===== src/rtl/par_serial_tx.sv =====
// par_serial_tx: byte buffer feeding an MSB-first serializer with COM symbol sync and idle fill.
// Define COM_SYNC_EN to enable the post-reset SYNC sequence; otherwise the block starts in ACTIVE.
module par_serial_tx #(
    parameter int unsigned FIFO_DEPTH = 4,
    parameter logic [7:0]  COM_SYMBOL = 8'hBC,
    parameter int unsigned SYNC_COUNT = 4
) (
    input  logic       clk_32f,
    input  logic       reset,
    input  logic [7:0] data_in,
    input  logic       valid_in,
    output logic       ready_out,
    output logic       data_out,
    output logic       active
);

    localparam int unsigned PTR_W  = $clog2(FIFO_DEPTH);
    localparam int unsigned OCC_W  = PTR_W + 1;
    localparam int unsigned SYNC_W = $clog2(SYNC_COUNT + 1);

    typedef enum logic {
        ST_SYNC   = 1'b0,
        ST_ACTIVE = 1'b1
    } state_e;

`ifdef COM_SYNC_EN
    localparam state_e RESET_STATE = ST_SYNC;
`else
    localparam state_e RESET_STATE = ST_ACTIVE;
`endif

    state_e            state_q, state_d;
    logic [2:0]        cnt_q, cnt_d;
    logic [7:0]        sr_q, sr_d;
    logic [SYNC_W-1:0] sync_cnt_q, sync_cnt_d;
    logic [PTR_W-1:0]  wptr_q, wptr_d;
    logic [PTR_W-1:0]  rptr_q, rptr_d;
    logic [OCC_W-1:0]  occ_q, occ_d;
    logic [7:0]        mem_q [FIFO_DEPTH];

    logic              boundary_c;
    logic              push_c;
    logic              pop_c;

    assign ready_out = (occ_q != OCC_W'(FIFO_DEPTH));
    assign data_out  = sr_q[7];
    assign active    = (state_q == ST_ACTIVE);

    // Next-state: bit counter, symbol selection, FIFO pointers and occupancy.
    always_comb begin
        state_d    = state_q;
        cnt_d      = cnt_q + 3'd1;
        sr_d       = {sr_q[6:0], 1'b0};
        sync_cnt_d = sync_cnt_q;
        wptr_d     = wptr_q;
        rptr_d     = rptr_q;
        occ_d      = occ_q;

        boundary_c = (cnt_q == 3'd7);
        push_c     = valid_in & ready_out;
        pop_c      = boundary_c & (state_q == ST_ACTIVE) & (occ_q != '0);

        if (boundary_c) begin
            if (state_q == ST_SYNC) begin
                sr_d       = COM_SYMBOL;
                sync_cnt_d = sync_cnt_q + SYNC_W'(1);
                if (sync_cnt_q == SYNC_W'(SYNC_COUNT - 1)) begin
                    state_d = ST_ACTIVE;
                end
            end else if (pop_c) begin
                sr_d = mem_q[rptr_q];
            end else begin
                sr_d = COM_SYMBOL;
            end
        end

        if (push_c) begin
            wptr_d = wptr_q + PTR_W'(1);
        end
        if (pop_c) begin
            rptr_d = rptr_q + PTR_W'(1);
        end

        if (push_c && !pop_c) begin
            occ_d = occ_q + OCC_W'(1);
        end else if (!push_c && pop_c) begin
            occ_d = occ_q - OCC_W'(1);
        end
    end

    // Control state; reset starts at the last bit so the first free edge is a boundary.
    always_ff @(posedge clk_32f) begin
        if (reset) begin
            state_q    <= RESET_STATE;
            cnt_q      <= 3'd7;
            sr_q       <= 8'h00;
            sync_cnt_q <= '0;
            wptr_q     <= '0;
            rptr_q     <= '0;
            occ_q      <= '0;
        end else begin
            state_q    <= state_d;
            cnt_q      <= cnt_d;
            sr_q       <= sr_d;
            sync_cnt_q <= sync_cnt_d;
            wptr_q     <= wptr_d;
            rptr_q     <= rptr_d;
            occ_q      <= occ_d;
        end
    end

    // Buffer storage; contents are meaningless once pointers are reset.
    always_ff @(posedge clk_32f) begin
        if (push_c && !reset) begin
            mem_q[wptr_q] <= data_in;
        end
    end

endmodule


===== config.mk =====
export PLATFORM = sky130hd
export DESIGN_NAME = par_serial_tx
export DESIGN_NICKNAME = d
export VERILOG_FILES = /design/src/rtl/par_serial_tx.sv
export SDC_FILE = /design/constraint.sdc
export NUM_CORES = 1
export LEC_CHECK = 0
export ABC_AREA = 1
export CORE_ASPECT_RATIO = 0.8
export CORE_MARGIN = 5
export CORE_UTILIZATION = 52
export CTS_BUF_LIST = sky130_fd_sc_hd__clkbuf_8 sky130_fd_sc_hd__clkbuf_16
export CTS_CLUSTER_SIZE = 20
export DETAILED_ROUTE_END_ITERATION = 7
export MAX_ROUTING_LAYER = met4
export PLACE_DENSITY = 0.82
export SETUP_SLACK_MARGIN = 0.02
export SYNTH_ARGS = -nofsm -noshare
export SYNTH_HDL_FRONTEND = slang
export SYNTH_SLANG_ARGS = --single-unit

===== constraint.sdc =====
create_clock -name clk_32f -period 2.1 [get_ports clk_32f]
set_clock_uncertainty 0.2 [all_clocks]
set_input_delay 0.21 -clock clk_32f [delete_from_list [all_inputs] [get_ports clk_32f]]
set_output_delay 0.21 -clock clk_32f [all_outputs]
set_load 0.005 [all_outputs]

* Yosys cells after proc, flatten, opt, wreduce, memory -nomap -nowiden
Memory sizes are Yosys's and may differ from the RTL's. A register that Yosys moved wholly into a read port is not among the register bits. Index checks and enable logic that the tools add are counted.
Word-level totals: input port bits 11, memories 1, bits in writable memories 32, register bits after elaboration 22, word-level logic and storage cells 45, output and inout port bits 3
Memory list:
- mem_q | words 4, width 8, read ports 1, clocked after Yosys merged registers in 1, wr ports 1, RTL line 39 | logic [7:0] mem_q [FIFO_DEPTH];
Cells by class: eq/ne operators 3, reduce and logical (&&, ||, !) cells 10, $add $sub $neg 6, bitwise operators 6, multiplexer cells 11
Operators with widths (count):
- two-way mux 8 bit | 3
- adder 3 x 1 -> 3 bit, second input constant | 3
- two-way mux 3 bit | 2
- adder 2 x 1 -> 2 bit, second input constant | 2
- two-way mux 1 bit | 4
- two-way mux 2 bit | 2
- OR reduction 4 bit | 1
- AND 1 bit | 3
- == test 3 x 2 -> 1 bit, second input constant | 1
- == test 3 bit, second input constant | 1
- logical AND 1 bit | 3
- zero test 1 bit | 3
- inequality test 3 bit, second input constant | 1
- NOT 1 bit | 3
- nonzero test 3 bit | 1
- subtractor 3 x 1 -> 3 bit, second input constant | 1
- AND reduction 2 bit | 1
- nonzero test 2 bit | 1

* Longest topological paths before layout
Gate-level depths: netlist of run 1.
depth after elaboration 6, depth in mapped cells 15, depth with buffers taken out 14

* Worst setup path after synthesis of run 1
OpenSTA, ideal clock, no wires.
path type flip-flop to flip-flop, start point reg cnt_q[0], end point reg occ_q[2], setup slack -121 ps, arrival time 1908 ps, buffers on the path 1, required time 1787 ps, setup time 113 ps, stages on the path, launching flop included 16, period minus slack after synthesis 2221 ps, cell sequence dfxtp_1 > ha_1 > ha_1 > buf_4 > nand2_2 > inv_1 > nand2_4 > ha_1 > inv_1 > fa_1 > inv_1 > nand2_1 > nand3_1 > nand2_1 > nand2_1 > nor2_1
On the way: longest elaborated chain between the ends 6, elaborated cells on any way between the ends 8, classes of those cells eq/ne: 1; mux: 1; bitwise: 2; reduce/logical: 4
RTL lines:
- from (decl) | RTL line 33 | logic [2:0] cnt_q, cnt_d;
- from (signal assigned) | RTL line 103 | cnt_q <= cnt_d;
- == test 3 bit * | RTL line 59 | boundary_c = (cnt_q == 3'd7);
- AND 1 bit * (2 in series) | RTL line 61 | pop_c = boundary_c & (state_q == ST_ACTIVE) & (occ_q != '0);
- zero test 1 bit | RTL line 84 | if (push_c && !pop_c) begin
- logical AND 1 bit | RTL line 84
- two-way mux 3 bit / nonzero test 2 bit (equally long branches)
- to (signal assigned) | RTL line 100 | occ_q <= '0;
- to (signal assigned) | RTL line 108 | occ_q <= occ_d;
- to (decl) | RTL line 38 | logic [OCC_W-1:0] occ_q, occ_d;
Mark *: on every way between the ends. The rest lies on a longest branch, timed or not. A chain may end at the register's enable or synchronous reset.

* Worst setup path after layout of run 1
Ends and elaborated chain as after synthesis.

==> results of run 1 <==
==> logic make-up after synthesis <==
| kind of cell | count (synthesis) |
|---|---|
| adder cells (fa/ha/maj) | 10 |
| buffers and inverters | 53 |
| flip-flops | 56 |
| AND/OR/NAND/NOR | 124 |
| AO/OA/AOI/OAI | 14 |
==> synth_stat cells <==
cell type / count / share of area [%]
nor2_4: 1 / 0.47
nor2_1: 36 / 5.6
a21boi_4: 1 / 0.78
buf_2: 4 / 0.83
nand2_1: 54 / 8.4
nand3_1: 22 / 4.6
inv_1: 44 / 6.8
a21oi_4: 1 / 0.67
o21ai_2: 1 / 0.36
o21ai_0: 6 / 1.2
dfxtp_1: 24 / 20
a21oi_1: 5 / 1.0
buf_4: 2 / 0.62
nor2_2: 2 / 0.52
inv_2: 3 / 0.47
fa_1: 1 / 0.83
nand3b_1: 1 / 0.31
nor3_1: 1 / 0.21
ha_1: 9 / 4.7
edfxtp_1: 32 / 40
or2_2: 2 / 0.52
nand2_4: 1 / 0.47
or2_0: 2 / 0.52
nand2_2: 2 / 0.52
==> worst min-delay path by stage <==
| stage | start | cells after the start | slack [ns] | endpoint |
|---|---|---|---|---|
| finish | cnt_q[0] | 1 | 0.23 | cnt_q[0] |
| global route | cnt_q[0] | 1 | 0.24 | cnt_q[0] |
| CTS | cnt_q[0] | 1 | 0.21 | cnt_q[0] |
| detailed placement | cnt_q[0] | 1 | 0.19 | cnt_q[0] |
| global placement | cnt_q[0] | 1 | 0.18 | cnt_q[0] |
| floorplan | data_in[0] | 0 | 0.11 | mem_q[0][0] |
==> stage by stage <==
step	util (%)	instance area, um2
final	63.33	2877
after floorplan	-	2444
after detailed placement	58.95	2678
after global placement	58.95	2678
after CTS	61.98	2815
after global routing	63.33	2877
==> flip-flops by register name (all words and copies together), names as in the netlist, named ones only <==
signal	cells
occ_q	3
rptr_q	2
sync_cnt_q	3
mem_q	32
active	1
cnt_q	3
sr_q	8
wptr_q	2
==> routing by layer <==
metal	part of all wire, %	wire length [um]	vias up
li1	-	-	860
met1	45	1923	768
met2	47	2026	45
met3	6.5	279	9
met4	1.8	76	0
met5	0	0	-
==> final cells by class <==
cell class | count | area (um2)
well taps | 60 | 75.07
multi-input cells | 148 | 819.5
repair buffers | 29 | 250.2
clock inverters | 3 | 37.54
flip-flops and latches | 56 | 1444
inverters | 47 | 181.4
fillers | 370 | 1665
clock buffers | 5 | 68.82
==> power by group through the flow <==
stage | Sequential [mW] | Combinational (mW) | Clock, mW
final | 1.39 | 0.844 | 0.679
after global routing | 1.41 | 0.960 | 0.731
after CTS | 1.39 | 0.775 | 0.688
after detailed placement | 1.41 | 0.711 | 0
after global placement | 1.41 | 0.683 | 0
after floorplan | 1.38 | 0.543 | 0
==> what timing repair did <==
item / in CTS / in global routing
endpoints found under the setup margin: 2 / 2
setup buffers: 3 / 4
pin swaps: 2 / 9
hold buffers: 0 / 0
resized for setup: 6 / 7
==> reports/qor.yml, run 1 <==
status: "finished clean"
dp_hpwl_mm: 2.891
rr_startpoint: "cnt_q[0]"
avgSynthCellArea_um2: 9.406
cap_violations: 0
fin_ws_ns: 0.1159
p_seq_share_pct: 47.8
grt_pass1_wl_mm: 7.258
htree_levels: 2
muxShareOfSynthArea_pct: 0
criticalPathCategory: "flip-flop to flip-flop"
synth-adder-area-share_pct: 5.487
powerDensity_nw_per_um2: 1013
slowest_delay_ns: 0.35
die_y_um: 70.99
critical_path_depth: 14
synth-simple-area-share_pct: 22.05
grtUsageMet3_pct: 3.143
whs_ns: 0.2295
ys_warn_count: 0
swShare_pct: 31.29
post-route-min-period_ns: 1.984
synth_area_um2: 2417
met2_usage_pct: 24.98
io_pins: 14
worst_path_most_repeated_cell: "ha_4"
cp_max_fo: 2
timing.final.setup_violations: 0
initial_core_util_pct: 53.22
n_antenna_cell: 0
nets: 308
portBuffers: 13
reg2reg_to: "occ_q[2]"
cts_buffers: 5
rrSetupSlack_ns: 0.12
final_cells: 348
start_kind: "flip-flop"
track_usage_pct: 15.79
area_growth_pct: 19.00
grt_use_met1_pct: 19.67
total_power_mw: 2.914
worstPathRequired_ns: 2.11
slowest_stage: "fa_2"
first_pass_iters: 4
p_clk_share_pct: 23.3
clk_latency_ns: 0.31
drt-initial-drc-count: 135
die_x_um: 86.23
synthXorXnorAreaFrac_pct: 0
p_switching_uw: 912.1
core_um2: 4542
ir_drop_mv: 0.7227
top_usage_layer: "met2"
numClockSinks: 56
power_frac_comb_pct: 28.9
slew_headroom_pct: 71.99
crit_family: "adder cells"
yosysUniqueCellTypes: 24
grt_antenna_before_repair: 0
critical_path_buf_inv_count: 3
max_freq_mhz: 504.0
cts-root-buf: "clkbuf_8"
drc: 0
gp_congestion: 0.7837
leakagePower_nw: 1.253
synth_compound_area_share_pct: 4.089
final.setup.tns_ns: 0
synth_seq_area_share_pct: 59.63
grt_pass1_vias: 1593
routedWlPerCell_um: 12.37
hp-class: "flip-flop to flip-flop"
final_common_cell: "nand2_1"
clkSlewWorstSetupHoldPaths_ns: 0.09
place_ws_ns: -0.02062
postSynthCellCount: 257
dp_cells: 333
drt-total-wl_mm: 4.306
finalMaxSlewViolations: 0
rsz0062_at_grt: "true"
p_int_mw: 2.002
antenna_left: 0
synth_top_family_by_area: "simple AND/OR/NAND/NOR gates"
rows: 22
crit_arrival_ns: 1.99
final_cell_mix: "nand2_1, inv_1, nor2_1, edfxtp_1, dfxtp_1"
critPathCaptureType: "flip-flop"
r2r_cells: 14
grt_max_degree: 17
cp-startpoint: "cnt_q[0]"
crit_end: "occ_q[2]"
path_cells: "ha_4 > ha_4 > nand2_4 > inv_4 > nand2_4 > ha_4 > inv_4 > fa_2 > inv_2 > nand2_2 > nand3_2 > nand2_1 > nand2_1 > nor2_1"
cts_max_path_buffers: 2
synth-seq-cells: 56
hold_viol_final: 0
die-area_um2: 6121
synth_nets: 278
tightestPinTransition_ns: 0.4196
cts_tree: "done"
route.vias.total: 1682
grt_remaining_overflow: 0
fin_crit_sh_pct: 94.48
drive_gt1_share_pct: 16.67
routed_via_density: 4.833
No activity file was read; power rests on OpenSTA's default activity.
==> run 2: changes to the inputs <==
GPL_ROUTABILITY_DRIVEN = 1   (was default)
==> results of run 2 <==
The final DEF is identical to that of run 1; final timing and power are the same.
==> RTL edit 1 (flow settings as in run 1) <==
Reset style: asynchronous (`reset`), changed in one clocked block.
--- a/src/rtl/par_serial_tx.sv
+++ b/src/rtl/par_serial_tx.sv
@@ -91,3 +91,3 @@
     // Control state; reset starts at the last bit so the first free edge is a boundary.
-    always_ff @(posedge clk_32f) begin
+    always_ff @(posedge clk_32f or posedge reset) begin
         if (reset) begin
Check against the original RTL: differs if reset is asserted again (counterexample within 4 cycles, from zero or initial values and one cycle with reset high); with reset held inactive, the same outputs for 10 cycles.
==> RTL edit 1 against run 1 <==
Worst setup slack worse by 0.26 ns; the flow now finishes with violations (setup timing); core utilization up 0.75 points; largest power group unchanged; routed wire length down 8.1%; final area down 5.2%; sequential share of layout area up 5.4 points; non-clock buffer count down 2; global-route usage down 0.69 points; sequential cell count down 2; power down 5.8%; die area down 3.3%; synthesized area down 3.8%.
==> RTL edit 1: results (changes against run 1) <==
[logic_synthesis]
synth_fp_nets=233  ; was 278
yosysSeqAreaShare_pct=65.23  ; was 59.63%
netlist_top_cells_count=nand2_1 (47), inv_1 (39), edfxtp_1 (32), nand3_1 (21), dfrtp_1 (18)  ; was nand2_1 (54), inv_1 (44), nor2_1 (36), edfxtp_1 (32), dfxtp_1 (24)
ys_async_sr_fraction_pct=40.74  ; was 0%
ys_types=20  ; was 24

[layout]
n_all_inverters=42  ; was 47
nets=262  ; was 308
fin_area_mm2=0.002728  ; was 0.002877 mm²
drive_gt1_share_pct=16.53  ; was 16.67%

[worst_setup_path]
critPathSlowestCell=dfstp_2  ; was fa_2
endpoint=occ_q[1]$_DFFE_PP0P_  ; was occ_q[2]$_SDFFE_PP0P_
max_stage_delay_ns=0.56  ; was 0.35 ns
rr_worst_depth=9  ; was 14

[route]
wl_met2_mm=1.806  ; was 2.026 mm
wl_met1_mm=1.889  ; was 1.923 mm
wire_per_inst_um=13.23  ; was 12.37 µm
met3WireLength_um=171  ; was 279 µm
drtIter0Drc=86  ; was 135

[global_route]
grt_pass1_wl_mm=6.534  ; was 7.258 mm
use_met2_pct=22.68  ; was 24.98%
grt_usage_pct=15.10  ; was 15.79%

[timing]
worst_slack_ns=-0.1486  ; was 0.1159 ns
slew_headroom_pct=71.27  ; was 71.99%
setup-violations-final=2  ; was 0

[outcome]
status=finished, violations left  ; was complete, no violations
violations=setup timing

[place]
pre_cts_ws_ns=-0.2010  ; was -0.02062 ns
dp_hpwl_mm=2.784  ; was 2.891 mm
placed_cell_area_mm2=0.002635  ; was 0.002678 mm²

[hold_path]
hp-class=in -> async  ; was reg -> reg

[power_and_ir_drop]
switchingPower_mw=0.8478  ; was 0.9121 mW

[floorplan]
core_area_mm2=0.004257  ; was 0.004542 mm²

RTL edit 1: changes by cell type in the layout (fill, tap and decap cells not counted), moves of 4 or more:
cell,delta
dfxtp_1,-22
dfrtp_1,+18
nor2_1,-25
or2_2,+4
nand2_1,-6
dfstp_2,+4
RTL edit 1: worst max-delay path, delay by kind of cell, from the launching register on:
family | cells | cell delay, ns
adders and majority gates | 4 | 0.81
DFF | 1 | 0.56
muxes | 1 | 0.27
AOI/OAI and AO/OA | 1 | 0.14
buffers and inverters | 2 | 0.10
and+or+nand+nor | 1 | 0.05
RTL edit 1: timing repair:
action                     in CTS  in global routing
resized for setup               2                  0
setup endpoints to repair       2                  2
pin swaps                       3                  1
cloned                          0                  0
hold endpoints to repair        0                  0
RTL edit 1: cell families after synthesis:
family                   after synthesis  synth area share, %
AND/OR/NAND/NOR                       85                15.50
flip-flops                            54                65.23
adder cells (fa/ha/maj)               10                5.705
buffers and inverters                 47                8.611
AO/OA/AOI/OAI                          9                2.099
multiplexers                           2               0.9687
XOR/XNOR                               5                1.884
==> RTL edit 2 (flow settings as in run 1) <==
Without the edit above. The parameter `SYNC_COUNT` goes from 4 to 2.
--- a/src/rtl/par_serial_tx.sv
+++ b/src/rtl/par_serial_tx.sv
@@ -5,3 +5,3 @@
     parameter logic [7:0]  COM_SYMBOL = 8'hBC,
-    parameter int unsigned SYNC_COUNT = 4
+    parameter int unsigned SYNC_COUNT = 2
 ) (
Formal check against the unedited RTL: same outputs for any inputs over 10 cycles, from zero or initial values and one cycle with reset high; that may be too few to reach the edited logic, so the function may still have changed.
==> RTL edit 2 against run 1 <==
First-iteration DRC count shrank 43%; synthesized area shrank 2.1%; clock power shrank 15%; sequential cell count shrank 1; power shrank 4.5%; final area shrank 2.8%; hold slack lost 0.0066 ns; non-clock buffer count shrank 2; count of clock-buffer cells in the layout grew 1; worst setup slack lost 0.031 ns; routed wire length grew 3.2%.
==> RTL edit 2: results (changes against run 1) <==
[clocking]
cts_root_buffer=clkbuf_8  ; unchanged
cts_max_path_buffers=2  ; unchanged
cts_buffers=5  ; unchanged
cts.clk_slew.worst_paths_ns=0.09  ; about the same
insertion_delay_ns=0.30

[layout]
multi_input_area_um2=795.8  ; was 819.5 µm²
stdcell_count=341  ; was 348
top_regs=mem_q (32), sr_q (8)  ; unchanged
nets=300  ; was 308
drive_gt1_share_pct=16.01  ; was 16.67%
nFillCells=360  ; was 370

[hold_path]
hp-class=reg -> reg  ; unchanged
hold_start=cnt_q[0]$_SDFF_PP1_  ; unchanged
hold_path_depth=1  ; unchanged

[worst_setup_path]
rr_worst_depth=14  ; unchanged
r2r-end=occ_q[2]$_SDFFE_PP0P_  ; unchanged
rrSetupSlack_ns=0.08  ; was 0.12 ns
max_stage_delay_ns=0.36
r2r_start=cnt_q[0]$_SDFF_PP1_  ; unchanged

[place]
dp.cells=328  ; was 333
io_buffers=13  ; unchanged
placed_cell_area_mm2=0.002631  ; was 0.002678 mm²
dp_hpwl_mm=3.099  ; was 2.891 mm
gp_congestion=0.7951  ; was 0.7837

[logic_synthesis]
netlist_top_cells_count=nand2_1 (54), inv_1 (45), nor2_1 (37), edfxtp_1 (32), dfxtp_1 (23)  ; was nand2_1 (54), inv_1 (44), nor2_1 (36), edfxtp_1 (32), dfxtp_1 (24)
yosysSeqAreaShare_pct=60.04  ; was 59.63%
ys_async_sr_fraction_pct=0  ; unchanged
yosys_warnings=0  ; unchanged
synthCells=252  ; was 257
ys_types=25  ; was 24
synth_area_leaders=edfxtp_1 (41%), dfxtp_1 (19%), nand2_1 (8.6%)  ; was edfxtp_1 (40%), dfxtp_1 (20%), nand2_1 (8.4%)
synth_fp_nets=272  ; was 278

[route]
wirelength_mm=4.445  ; was 4.306 mm
vias=1631  ; was 1682
firstDrtPassIters=4  ; unchanged
drtIter0Drc=77  ; was 135

[global_route]
grt_usage_pct=16.12  ; was 15.79%
grt_pass1_wl_mm=7.189  ; was 7.258 mm
grt_max_degree=17  ; unchanged
grt_antenna_before_repair=0  ; unchanged

[timing]
slew_headroom_pct=74.18  ; was 71.99%

[power_and_ir_drop]
ir_drop_uv=663.4  ; was 722.7 µV
leakage_nw=1.223  ; was 1.253 nW

[outcome]
status=complete, no violations  ; unchanged

RTL edit 2: cell count changes after synthesis:
cell and change:
xor2_1 +1, nor2_1 +1, o21ai_0 -2, ha_1 -1, a21oi_1 -1, nor3_1 -1
inv_1 +1, clkbuf_1 +1, buf_4 -1, inv_2 -1, dfxtp_1 -1, nor2_2 -1
RTL edit 2: what timing repair did:
item | 4_1_cts | 5_1_grt
hold endpoints to repair | 0 | 0
gates resized for setup | 4 | 7
endpoints found under the setup margin | 2 | 2
pin swaps | 5 | 3
buffers inserted | 3 | 2
RTL edit 2: layer usage:
layer / up-vias / wire length, µm / share of wire [%] / global-route usage, %
met1: 757 / 1933 / 43 / 19.00
met5: - / 0 / 0 / -
met2: 33 / 2213 / 50 / 25.86
met3: 9 / 204 / 4.6 / 4.127
li1: 832 / - / - / -
met4: 0 / 93 / 2.1 / 7.381
RTL edit 2: worst max path at each step:
stage,cells past startpoint,slack [ns],endpoint
after floorplan,15,0.03,occ_q[2]$_SDFFE_PP0P_
after global placement,11,0.05,occ_q[2]$_SDFFE_PP0P_
after detailed placement,11,-0.02,occ_q[2]$_SDFFE_PP0P_
after CTS,12,0.02,occ_q[2]$_SDFFE_PP0P_
after global routing,14,-0.02,occ_q[2]$_SDFFE_PP0P_
final,14,0.08,occ_q[2]$_SDFFE_PP0P_
RTL edit 2: critical path: cells and delay by family, from the launching register on:
kind	cells	cell delay, ns
adder cells (fa/ha/maj)	4	0.82
AND/OR/NAND/NOR	7	0.39
buffers and inverters	3	0.16
flip-flops	1	0.34
RTL edit 2: through the flow:
stage	hold WS (ns)	setup TNS [ns]	power [mW]	worst slack (ns)	utilization, %
after floorplan	0.1089	0	1.919	0.03060	-
after global placement	0.1793	0	2.093	0.05448	58.64
after detailed placement	0.1850	-0.02494	2.137	-0.02494	58.64
after CTS	0.2071	0	2.740	0.02418	61.32
after global routing	0.2400	-0.01920	2.961	-0.01920	62.33
final	0.2229	0	2.783	0.08457	62.33
RTL edit 2: cell families after synthesis:
family	Yosys count	share of synthesized area, %
and+or+nand+nor	123	22.20
xor gates and xnor gates	1	0.3700
buffers and inverters	53	8.774
AOI/OAI and AO/OA	11	3.542
adders and majority gates	9	5.074
DFF	55	60.04
RTL edit 2: area by class of cell:
class / instances / share of cell area [%]
clock buffer: 6 / 2.953
clock inverter: 2 / 0.3132
inverter: 47 / 6.309
multi-input combinational: 144 / 28.46
sequential: 55 / 50.87
tap: 60 / 2.685
timing repair buffer: 27 / 8.412
RTL edit 2: power by group:
part,internal [mW],switching [mW]
registers,1.27,0.0957
logic,0.357,0.486
clock network,0.262,0.314
total,1.89,0.896
